--- config.mk ---
export PLATFORM = sky130hd
export DESIGN_NAME = dvp_tx_emu_flat
export DESIGN_NICKNAME = d
export VERILOG_FILES = /design/src/rtl/dvp_tx_pkg.sv /design/src/rtl/dvp_tx_emu_if.sv /design/src/rtl/dvp_pattern_gen.sv /design/src/rtl/dvp_tx_emu.sv /design/src/flat_wrapper.sv
export SDC_FILE = /design/constraint.sdc
export NUM_CORES = 1
export LEC_CHECK = 0
export ABC_CLOCK_PERIOD_IN_PS = 3560
export CAP_MARGIN = 40
export CORE_MARGIN = 2
export CORE_UTILIZATION = 50
export DETAILED_ROUTE_END_ITERATION = 10
export PLACE_DENSITY = 0.89
export SYNTH_ARGS = -nofsm -noshare
export SYNTH_HDL_FRONTEND = slang
export SYNTH_SLANG_ARGS = --single-unit
--- constraint.sdc ---
create_clock -name clk -period 3.56 [get_ports clk]
set_clock_uncertainty 0.2 [all_clocks]
set_input_delay 0.89 -clock clk [delete_from_list [all_inputs] [get_ports clk]]
set_output_delay 0.89 -clock clk [all_outputs]
set_load 0.01 [all_outputs]
--- src/rtl/dvp_tx_pkg.sv ---
// Shared types and constants for the DVP transmit emulator.
package dvp_tx_pkg;

  // Frame sequencing states
  typedef enum logic [2:0] {
    S_IDLE     = 3'd0,
    S_VSYNC    = 3'd1,
    S_VBACK    = 3'd2,
    S_LINE_ACT = 3'd3,
    S_LINE_BLK = 3'd4,
    S_VFRONT   = 3'd5
  } state_e;

  // Pixel source selection codes
  localparam logic [1:0] PAT_STREAM = 2'd0;
  localparam logic [1:0] PAT_BARS   = 2'd1;
  localparam logic [1:0] PAT_RAMP   = 2'd2;
  localparam logic [1:0] PAT_SOLID  = 2'd3;

  // RGB565 colour-bar palette
  localparam logic [15:0] RGB_WHITE   = 16'hFFFF;
  localparam logic [15:0] RGB_YELLOW  = 16'hFFE0;
  localparam logic [15:0] RGB_CYAN    = 16'h07FF;
  localparam logic [15:0] RGB_GREEN   = 16'h07E0;
  localparam logic [15:0] RGB_MAGENTA = 16'hF81F;
  localparam logic [15:0] RGB_RED     = 16'hF800;
  localparam logic [15:0] RGB_BLUE    = 16'h001F;
  localparam logic [15:0] RGB_BLACK   = 16'h0000;

  // Larger of two unsigned values, used for counter sizing
  function automatic int unsigned max_u(input int unsigned a, input int unsigned b);
    return (a > b) ? a : b;
  endfunction

  // Bar index 0..7 to palette colour, left to right
  function automatic logic [15:0] bar_colour(input logic [2:0] idx);
    logic [15:0] c;
    case (idx)
      3'd0:    c = RGB_WHITE;
      3'd1:    c = RGB_YELLOW;
      3'd2:    c = RGB_CYAN;
      3'd3:    c = RGB_GREEN;
      3'd4:    c = RGB_MAGENTA;
      3'd5:    c = RGB_RED;
      3'd6:    c = RGB_BLUE;
      default: c = RGB_BLACK;
    endcase
    return c;
  endfunction

endpackage

--- src/rtl/dvp_tx_emu_if.sv ---
// Pixel stream input and DVP byte bus of the transmit emulator.
interface dvp_tx_emu_if;
  logic        pix_valid;
  logic [15:0] pix_data;
  logic        pix_ready;
  logic        dvp_vsync;
  logic        dvp_href;
  logic [7:0]  dvp_data;

  // Emulator side: consumes the stream, drives the DVP bus
  modport master (
    input  pix_valid,
    input  pix_data,
    output pix_ready,
    output dvp_vsync,
    output dvp_href,
    output dvp_data
  );

  // Environment side: feeds the stream, observes the DVP bus
  modport slave (
    output pix_valid,
    output pix_data,
    input  pix_ready,
    input  dvp_vsync,
    input  dvp_href,
    input  dvp_data
  );
endinterface

--- src/rtl/dvp_pattern_gen.sv ---
// Combinational test-pattern source: pixel index and pattern code to RGB565.
module dvp_pattern_gen
  import dvp_tx_pkg::*;
#(
  parameter int unsigned H_ACTIVE = 480,
  parameter int unsigned XW       = 9
) (
  input  logic [XW-1:0] i_x,
  input  logic [1:0]    i_pattern_sel,
  input  logic [15:0]   i_solid_rgb,
  output logic [15:0]   o_rgb_c
);

  logic [2:0] w_bar;
  logic [4:0] w_x5;
  logic [5:0] w_x6;

  assign w_bar = 3'((32'(i_x) * 32'd8) / 32'(H_ACTIVE));
  assign w_x5  = 5'(i_x);
  assign w_x6  = 6'(i_x);

  // Select generated colour; stream code yields black (top muxes stream in)
  always_comb begin
    o_rgb_c = 16'h0000;
    case (i_pattern_sel)
      PAT_BARS:  o_rgb_c = bar_colour(w_bar);
      PAT_RAMP:  o_rgb_c = {w_x5, w_x6, w_x5};
      PAT_SOLID: o_rgb_c = i_solid_rgb;
      default:   o_rgb_c = 16'h0000;
    endcase
  end

endmodule

--- src/rtl/dvp_tx_emu.sv ---
// OV5640-style DVP source: frame/line sequencer and RGB565-to-byte serialiser.
module dvp_tx_emu
  import dvp_tx_pkg::*;
#(
  parameter int unsigned H_ACTIVE   = 480,
  parameter int unsigned V_ACTIVE   = 272,
  parameter int unsigned H_BLANK    = 64,
  parameter int unsigned VSYNC_CYC  = 1000,
  parameter int unsigned VBACK_CYC  = 2000,
  parameter int unsigned VFRONT_CYC = 2000
) (
  input  logic         clk,
  input  logic         reset_n,
  input  logic         enable,
  input  logic [1:0]   pattern_sel,
  input  logic [15:0]  solid_rgb,
  dvp_tx_emu_if.master dvp,
  output logic [15:0]  frame_cnt,
  output logic         underrun
);

  localparam int unsigned CMAX = max_u(max_u(VSYNC_CYC, VBACK_CYC), max_u(H_BLANK, VFRONT_CYC));
  localparam int unsigned CW   = $clog2(CMAX + 1);
  localparam int unsigned XW   = $clog2(H_ACTIVE + 1);
  localparam int unsigned LW   = $clog2(V_ACTIVE + 1);

  localparam logic [CW-1:0] VS_LAST = CW'(VSYNC_CYC - 1);
  localparam logic [CW-1:0] VB_LAST = CW'(VBACK_CYC - 1);
  localparam logic [CW-1:0] HB_LAST = CW'(H_BLANK - 1);
  localparam logic [CW-1:0] VF_LAST = CW'(VFRONT_CYC - 1);
  localparam logic [XW-1:0] X_LAST  = XW'(H_ACTIVE - 1);
  localparam logic [LW-1:0] L_LAST  = LW'(V_ACTIVE - 1);

  state_e        r_state;
  logic [CW-1:0] r_cnt;
  logic [XW-1:0] r_x;
  logic [LW-1:0] r_line;
  logic          r_phase;
  logic [1:0]    r_pat;
  logic [15:0]   r_solid;
  logic [7:0]    r_lo;
  logic          r_vsync;
  logic          r_href;
  logic [7:0]    r_data;
  logic [15:0]   r_frame_cnt;
  logic          r_underrun;

  logic [15:0]   w_gen_rgb;
  logic [15:0]   w_pix;
  logic          w_slot;
  logic          w_stream;

  dvp_pattern_gen #(
    .H_ACTIVE (H_ACTIVE),
    .XW       (XW)
  ) u_pattern_gen (
    .i_x           (r_x),
    .i_pattern_sel (r_pat),
    .i_solid_rgb   (r_solid),
    .o_rgb_c       (w_gen_rgb)
  );

  // Phase-0 slot of an active line is where a new pixel is taken
  assign w_slot   = (r_state == S_LINE_ACT) && !r_phase;
  assign w_stream = (r_pat == PAT_STREAM);
  assign w_pix    = w_stream ? (dvp.pix_valid ? dvp.pix_data : 16'h0000) : w_gen_rgb;

  assign dvp.pix_ready = w_slot && w_stream;
  assign dvp.dvp_vsync = r_vsync;
  assign dvp.dvp_href  = r_href;
  assign dvp.dvp_data  = r_data;
  assign frame_cnt     = r_frame_cnt;
  assign underrun      = r_underrun;

  // Frame sequencer plus registered DVP outputs (one clk behind the state)
  always_ff @(posedge clk) begin
    if (!reset_n) begin
      r_state     <= S_IDLE;
      r_cnt       <= '0;
      r_x         <= '0;
      r_line      <= '0;
      r_phase     <= 1'b0;
      r_pat       <= PAT_STREAM;
      r_solid     <= 16'h0000;
      r_lo        <= 8'h00;
      r_vsync     <= 1'b0;
      r_href      <= 1'b0;
      r_data      <= 8'h00;
      r_frame_cnt <= 16'h0000;
      r_underrun  <= 1'b0;
    end else begin
      r_vsync <= (r_state == S_VSYNC);
      r_href  <= (r_state == S_LINE_ACT);
      r_data  <= 8'h00;
      if (r_state == S_LINE_ACT) begin
        r_data <= r_phase ? r_lo : w_pix[15:8];
      end
      if (w_slot) begin
        r_lo <= w_pix[7:0];
      end

      // Sticky underrun, cleared together with the vsync rising edge
      if ((r_state == S_VSYNC) && !r_vsync) begin
        r_underrun <= 1'b0;
      end else if (w_slot && w_stream && !dvp.pix_valid) begin
        r_underrun <= 1'b1;
      end

      case (r_state)
        S_IDLE: begin
          if (enable) begin
            r_state <= S_VSYNC;
            r_cnt   <= '0;
            r_pat   <= pattern_sel;
            r_solid <= solid_rgb;
          end
        end
        S_VSYNC: begin
          if (r_cnt == VS_LAST) begin
            r_state <= S_VBACK;
            r_cnt   <= '0;
          end else begin
            r_cnt <= r_cnt + 1'b1;
          end
        end
        S_VBACK: begin
          if (r_cnt == VB_LAST) begin
            r_state <= S_LINE_ACT;
            r_cnt   <= '0;
            r_x     <= '0;
            r_phase <= 1'b0;
            r_line  <= '0;
          end else begin
            r_cnt <= r_cnt + 1'b1;
          end
        end
        S_LINE_ACT: begin
          r_phase <= ~r_phase;
          if (r_phase) begin
            if (r_x == X_LAST) begin
              r_state <= S_LINE_BLK;
              r_cnt   <= '0;
            end else begin
              r_x <= r_x + 1'b1;
            end
          end
        end
        S_LINE_BLK: begin
          if (r_cnt == HB_LAST) begin
            r_cnt <= '0;
            if (r_line == L_LAST) begin
              r_state <= S_VFRONT;
            end else begin
              r_state <= S_LINE_ACT;
              r_line  <= r_line + 1'b1;
              r_x     <= '0;
              r_phase <= 1'b0;
            end
          end else begin
            r_cnt <= r_cnt + 1'b1;
          end
        end
        S_VFRONT: begin
          if (r_cnt == VF_LAST) begin
            r_cnt       <= '0;
            r_frame_cnt <= r_frame_cnt + 16'd1;
            if (enable) begin
              r_state <= S_VSYNC;
              r_pat   <= pattern_sel;
              r_solid <= solid_rgb;
            end else begin
              r_state <= S_IDLE;
            end
          end else begin
            r_cnt <= r_cnt + 1'b1;
          end
        end
        default: r_state <= S_IDLE;
      endcase
    end
  end

endmodule

--- src/flat_wrapper.sv ---
// flat-port wrapper written by rule: the top's interface ports become plain ports
module dvp_tx_emu_flat import dvp_tx_pkg::*;
#(
  parameter int unsigned H_ACTIVE   = 480,
  parameter int unsigned V_ACTIVE   = 272,
  parameter int unsigned H_BLANK    = 64,
  parameter int unsigned VSYNC_CYC  = 1000,
  parameter int unsigned VBACK_CYC  = 2000,
  parameter int unsigned VFRONT_CYC = 2000
)
  (clk, reset_n, enable, pattern_sel, solid_rgb, frame_cnt, underrun, dvp_pix_valid, dvp_pix_data, dvp_pix_ready, dvp_dvp_vsync, dvp_dvp_href, dvp_dvp_data);
  dvp_tx_emu_if dvp_i ();
  input  logic clk;
  input  logic reset_n;
  input  logic enable;
  input  logic [1:0] pattern_sel;
  input  logic [15:0] solid_rgb;
  output logic [15:0] frame_cnt;
  output logic underrun;
  input wire logic [$bits(dvp_i.pix_valid)-1:0] dvp_pix_valid;
  input wire logic [$bits(dvp_i.pix_data)-1:0] dvp_pix_data;
  output wire logic [$bits(dvp_i.pix_ready)-1:0] dvp_pix_ready;
  output wire logic [$bits(dvp_i.dvp_vsync)-1:0] dvp_dvp_vsync;
  output wire logic [$bits(dvp_i.dvp_href)-1:0] dvp_dvp_href;
  output wire logic [$bits(dvp_i.dvp_data)-1:0] dvp_dvp_data;
  assign dvp_i.pix_valid = dvp_pix_valid;
  assign dvp_i.pix_data = dvp_pix_data;
  assign dvp_pix_ready = dvp_i.pix_ready;
  assign dvp_dvp_vsync = dvp_i.dvp_vsync;
  assign dvp_dvp_href = dvp_i.dvp_href;
  assign dvp_dvp_data = dvp_i.dvp_data;
  dvp_tx_emu #(.H_ACTIVE(H_ACTIVE), .V_ACTIVE(V_ACTIVE), .H_BLANK(H_BLANK), .VSYNC_CYC(VSYNC_CYC), .VBACK_CYC(VBACK_CYC), .VFRONT_CYC(VFRONT_CYC)) u_core (.clk(clk), .reset_n(reset_n), .enable(enable), .pattern_sel(pattern_sel), .solid_rgb(solid_rgb), .dvp(dvp_i), .frame_cnt(frame_cnt), .underrun(underrun));
endmodule
* Word-level counts from Yosys, hierarchy flattened
Index checks and enable logic that the tools add are counted.
** Word-level totals
- Register bits :: 86
- Input bits :: 38
** Cells by class
- Mux-type cells :: 41
- Equal/unequal tests :: 28
- Bitwise gates (word level) :: 2
- $add $sub $neg :: 4
- Divide/modulo/power cells :: 1
- Reductions and logical operators :: 24
** Operators with widths (count)
- one-hot mux 16 bit (7 select lines) :: 1
- two-way mux 11 bit :: 6
- two-way mux 16 bit :: 4
- two-way mux 9 bit :: 7
- one-hot mux 11 bit (5 select lines) :: 1
- one-hot mux 16 bit (3 select lines) :: 1
- divider 12 x 9 -> 32 bit, second input constant :: 1
- one-hot mux 16 bit (2 select lines) :: 1
- one-hot mux 9 bit (3 select lines) :: 1
- two-way mux 3 bit :: 8
- adder 9 x 1 -> 9 bit, second input constant :: 2
- == test 9 bit, second input constant :: 2
- one-hot mux 3 bit (6 select lines) :: 1
- one-hot mux 9 bit (2 select lines) :: 1
- adder 16 x 1 -> 16 bit, second input constant :: 1
- == test 3 bit, second input constant :: 5
- == test 3 x 2 -> 1 bit, second input constant :: 4
- AND reduction 4 bit :: 3
- adder 11 x 1 -> 11 bit, second input constant :: 1
- == test 11 x 10 -> 1 bit, second input constant :: 1
- == test 11 bit, second input constant :: 1
- == test 11 x 6 -> 1 bit, second input constant :: 1
- inequality test 2 bit, second input constant :: 5
- two-way mux 8 bit :: 1
- other kinds (20) :: 40

* Logic depth before layout (Yosys ltp)
- Depth after elaboration :: 6
- Depth in mapped cells :: 15
- Mapped depth without buffers :: 14

* Cells and area by module
From an unflattened synthesis, not the netlist that was laid out.
** Second synthesis, totals
- Cells, all modules :: 554
- Area total of the unflattened synthesis :: 4535.6 um2
** Modules (own cells, without submodules)
- dvp_tx_emu :: cells each 470, times used 1, area an instance 3937.5 um2, seq. area each 1721.7 um2
- dvp_pattern_gen :: cells each 84, times used 1, area an instance 598.1 um2, seq. area each 0.0 um2

* Least setup slack after synthesis
Ideal clock, no wire load.
- Path type :: reg2reg
- From :: register u_core.r_x[0]
- To :: register u_core.r_data[4], in the netlist u_core.dvp.dvp_data[4]
- Setup slack :: -0.263 ns
- Required time :: 3.265 ns
- Clock period less this slack :: 3.823 ns
- Stages on the path, launching flop included :: 16
- Arrival :: 3.527 ns
- Cell sequence :: dfxtp_1 -> clkbuf_1 -> inv_1 -> ha_1 -> nor4b_2 -> nand2b_1 -> and2_1 -> ha_1 -> nor2b_1 -> o2111ai_1 -> a211o_1 -> a21oi_1 -> o21ai_0 -> a211oi_1 -> nor2_1 -> a221oi_1
** Between the ends
- Cells in the longest elaborated chain, start to end :: 6
** RTL lines
- start: declaration :: line dvp_tx_emu.sv:36 : logic [XW-1:0] r_x;
- start signal: assignment :: line dvp_tx_emu.sv:144 : r_x <= r_x + 1'b1;
- divider 12 x 9 -> 32 bit (*) :: line dvp_pattern_gen.sv:18 : assign w_bar = 3'((32'(i_x) * 32'd8) / 32'(H_ACTIVE));
- == test 3 bit, or another cell as far along :: line dvp_tx_pkg.sv:38 : case (idx)
- one-hot mux 16 bit (7 select lines) (*) :: line dvp_tx_pkg.sv:38
- one-hot mux 16 bit (3 select lines) (*) :: line dvp_pattern_gen.sv:25 : case (i_pattern_sel)
- two-way mux 16 bit (*) :: line dvp_tx_emu.sv:66 : assign w_pix = w_stream ? (dvp.pix_valid ? dvp.pix_data : 16'h0000) : w_gen_rgb;
- two-way mux 8 bit (*) :: line dvp_tx_emu.sv:96 : r_data <= r_phase ? r_lo : w_pix[15:8];
- end signal: assignment :: line dvp_tx_emu.sv:96
- end: declaration :: line dvp_tx_emu.sv:44 : logic [7:0] r_data;
Every way passes the cells marked *; elsewhere a longest branch is shown, timed or not.
A chain may end at the register's enable or synchronous reset.

* Final worst setup path
Same ends and word-level chain as after synthesis.

==> impl_results.md <==
* Status: completed
* Hold Path End: u_core.dvp.dvp_data[2]
* Initial core utilization at between 50% and 60%
* Hold_sp: u_core.r_lo[2]
* First-pass GRT wire length at 19900 um
* Max Slew Vio Count at 0
* MaxCap Viol Count at 0
* Crit path DAT at ~3.5 ns
* Number of I/O port buffers at 65
* Synth Register Bits at 86
* Post-Syn Area at approximately 4600 um^2
* Worst reg-to-reg path cell count at 14
* Total CTS buffers at 9
* Total Routing Usage GR at between 20% and 30%
* Sink Count at 86
* Hold path depth at 2
* Ys flop type: dfxtp_1
* H-Tree Depth at 3
* Period utilisation layout at 94.9%
* # diodes at 0
* Fin area at about 5700 um^2
* Die Wd at 100 um
* Final #Nets at 678
* Die area at ~10000 um^2
* Sequential area share after synthesis at 37.3%
* Mapped Nets at approximately 620
* Fmax at 296 MHz
* Worst slew pin tran at 0.828 ns
* Via count at about 4500
* VDD IR-drop max at about 0.00034 V
* Vias in the first global route at around 4300
* HP Class: flop to flop
* Synth area leader: dfxtp_1
* Setup violators final at 0
* Syn Area/Cell at 8.02 um^2
* Fillcell total at around 730
* Drt wl/cell at ~16 um
* Reg2Reg Setup Slack at 0.18 ns
* Period minus WS final at 3.38 ns
* Clock transition at the registers of the reported paths at around 0.09 ns
* Hold WS at 0.280 ns
* Top post-synthesis cells by area: dfxtp_1 37%, nor2_1 6.7%, mux2i_1 5.0%
* CTS root buffer: clkbuf_8
* Vias per cell at 5.99
* Largest net degree at the start of global routing at 36
* EDFF count, synth at 0
* Final ANT Viol Nets at 0
* Commonest non-fill, non-tap cell in the layout: dfxtp_1
* Core Area at 9110 um^2
* R2R Path End: u_core.dvp.dvp_data[4]
* Residual DRC at 0
* # rows at 35
* WS Path Type: flop to flop
* Die Ht at 100 um
* Initial antenna violation count at 0
* Share of layout cells above drive strength 1 at around a tenth
* Relative slew slack at between 40 and 50%
* Commonest cells after routing, fill and taps aside: 86 x dfxtp_1, 82 x nor2_1, 65 x clkdlybuf4s50_1, 53 x nand2_1, 38 x a21oi_1
* CTS tree: yes
* Clock latency on the worst-skew pair at 0.35 ns
* Crit end category: flop
* Lkg Pwr at approximately 2.1 nW
* DRT Pass-1 Iters at 6
* Largest fanout on the critical path at 5
* HPWL Detailed at 8660 um
* Cts-stage hold buffer count at 0
* Clock Tree Buf Depth at 2
* Synth top area share at 37.3%
* Worst Path Required at between 3 and 4 ns
* Yosys warning total at 0
* Cell Area, Placed at 5400 um^2
* Initial DRC count at between 300 and 400
* Reg-to-reg critical path startpoint: u_core.r_x[0]
* FFs w/ async S/R, synth at 0%
* Syn Inst Count at roughly 580
* Count of final hold-check violations at 0
* Detailed Route WL at roughly 12000 um
* Pwr dens at around 430 nW/um^2
* Ports at 66
* CP Launch Type: flop
* Distinct cells, synth at 67
* Grt ovf at 0
* Area Growth Syn to Fin at 22.6%
* Global placer's final weighted congestion at about 0.93
==> power breakdown <==
part | total, W | switching, W | internal (W)
clock network | 0.000654 | 0.000383 | 0.000271
logic | 0.000668 | 0.000379 | 0.000289
registers | 0.00110 | 0.0000597 | 0.00104
total | 0.00242 | 0.000822 | 0.00160
==> synth_stat cells (8+ instances only) <==
library cell / n
nor3_1: 11
nand4_1: 11
a21oi_1: 39
nand3_1: 13
clkbuf_1: 33
a31oi_1: 27
mux2i_1: 23
nor2b_1: 8
xnor2_1: 13
dfxtp_1: 86
o21ai_0: 19
and3_1: 10
a221oi_1: 8
xor2_1: 21
inv_1: 16
nand2_1: 53
nor2_1: 83
==> registers in the layout (all words and copies together), names as in the netlist, 2 cells and up <==
name	cells
u_core.dvp.dvp_data	8
u_core.frame_cnt	16
u_core.r_cnt	11
u_core.r_line	9
u_core.r_lo	8
u_core.r_pat	2
u_core.r_solid	16
u_core.r_state	3
u_core.r_x	9
==> how the worst max path moves through the flow <==
stage	startpoint	to	slack [ns]	cells after the start
global route	u_core.r_x[0]	u_core.dvp.dvp_data[4]	-0.03	14
global placement	u_core.r_x[0]	u_core.dvp.dvp_data[4]	0.15	14
floorplan	u_core.r_x[0]	u_core.dvp.dvp_data[4]	0.02	15
detailed placement	u_core.r_x[0]	u_core.dvp.dvp_data[3]	0.02	14
CTS	u_core.r_x[0]	u_core.r_lo[1]	0.04	14
finish	u_core.r_x[0]	u_core.dvp.dvp_data[4]	0.18	14
==> stage by stage <==
stage	utilization [%]	instances	setup TNS, ns	setup slack (ns)	total power [W]
final	62.2	749	0	0.182	0.00242
after global routing	62.2	749	-0.0653	-0.0280	0.00255
after CTS	61.3	748	0	0.0362	0.00241
after detailed placement	59.2	732	0	0.0185	0.00176
after global placement	59.2	732	0	0.155	0.00173
after floorplan	-	576	0	0.0199	0.00159
==> cell families after synthesis <==
logic type | count (synthesis) | share of synthesized area [%]
simple gates | 237 | 25.7
compound gates | 132 | 18.5
flops | 86 | 37.3
xor+xnor | 34 | 6.44
fa+ha+maj | 7 | 1.90
buf+inv | 57 | 5.20
mux | 23 | 4.98
==> area by class of cell <==
class	instances	area [um^2]	share of cell area [%]
clock inverter	7	65.1	1.15
clock buffer	9	124	2.19
sequential	86	1720	30.4
multi-input combinational	433	2740	48.4
tap	111	139	2.45
inverter	17	63.8	1.13
timing repair buffer	86	808	14.3
==> critical path, cell delays in order (launching register included) <==
cell and delay [ns]:
dfxtp_1 0.34, inv_1 0.06, ha_1 0.25, nor4b_4 0.24, nand2b_1 0.15, and2_1 0.20
ha_4 0.24, nor2b_4 0.16, o2111ai_2 0.17, a211o_1 0.33, a21oi_2 0.21, o21ai_0 0.13
a211oi_2 0.24, nor2_2 0.11, a221oi_1 0.28
==> what timing repair did <==
item | in CTS | in global routing
endpoints found under the hold margin | 0 | 0
gates resized for setup | 1 | 11
pin swaps | 0 | 5
setup buffers | 0 | 1
endpoints found under the setup margin | 4 | 10
==> layer usage <==
| metal | vias up | wire [um] | track usage [%] |
|---|---|---|---|
| met5 | - | 0 | 0 |
| met4 | 0 | 109 | 8.01 |
| met3 | 14 | 900 | 5.50 |
| met2 | 194 | 5890 | 40.2 |
| met1 | 2112 | 5040 | 31.8 |
| li1 | 2169 | - | - |
(Power assumes the default switching activity.)
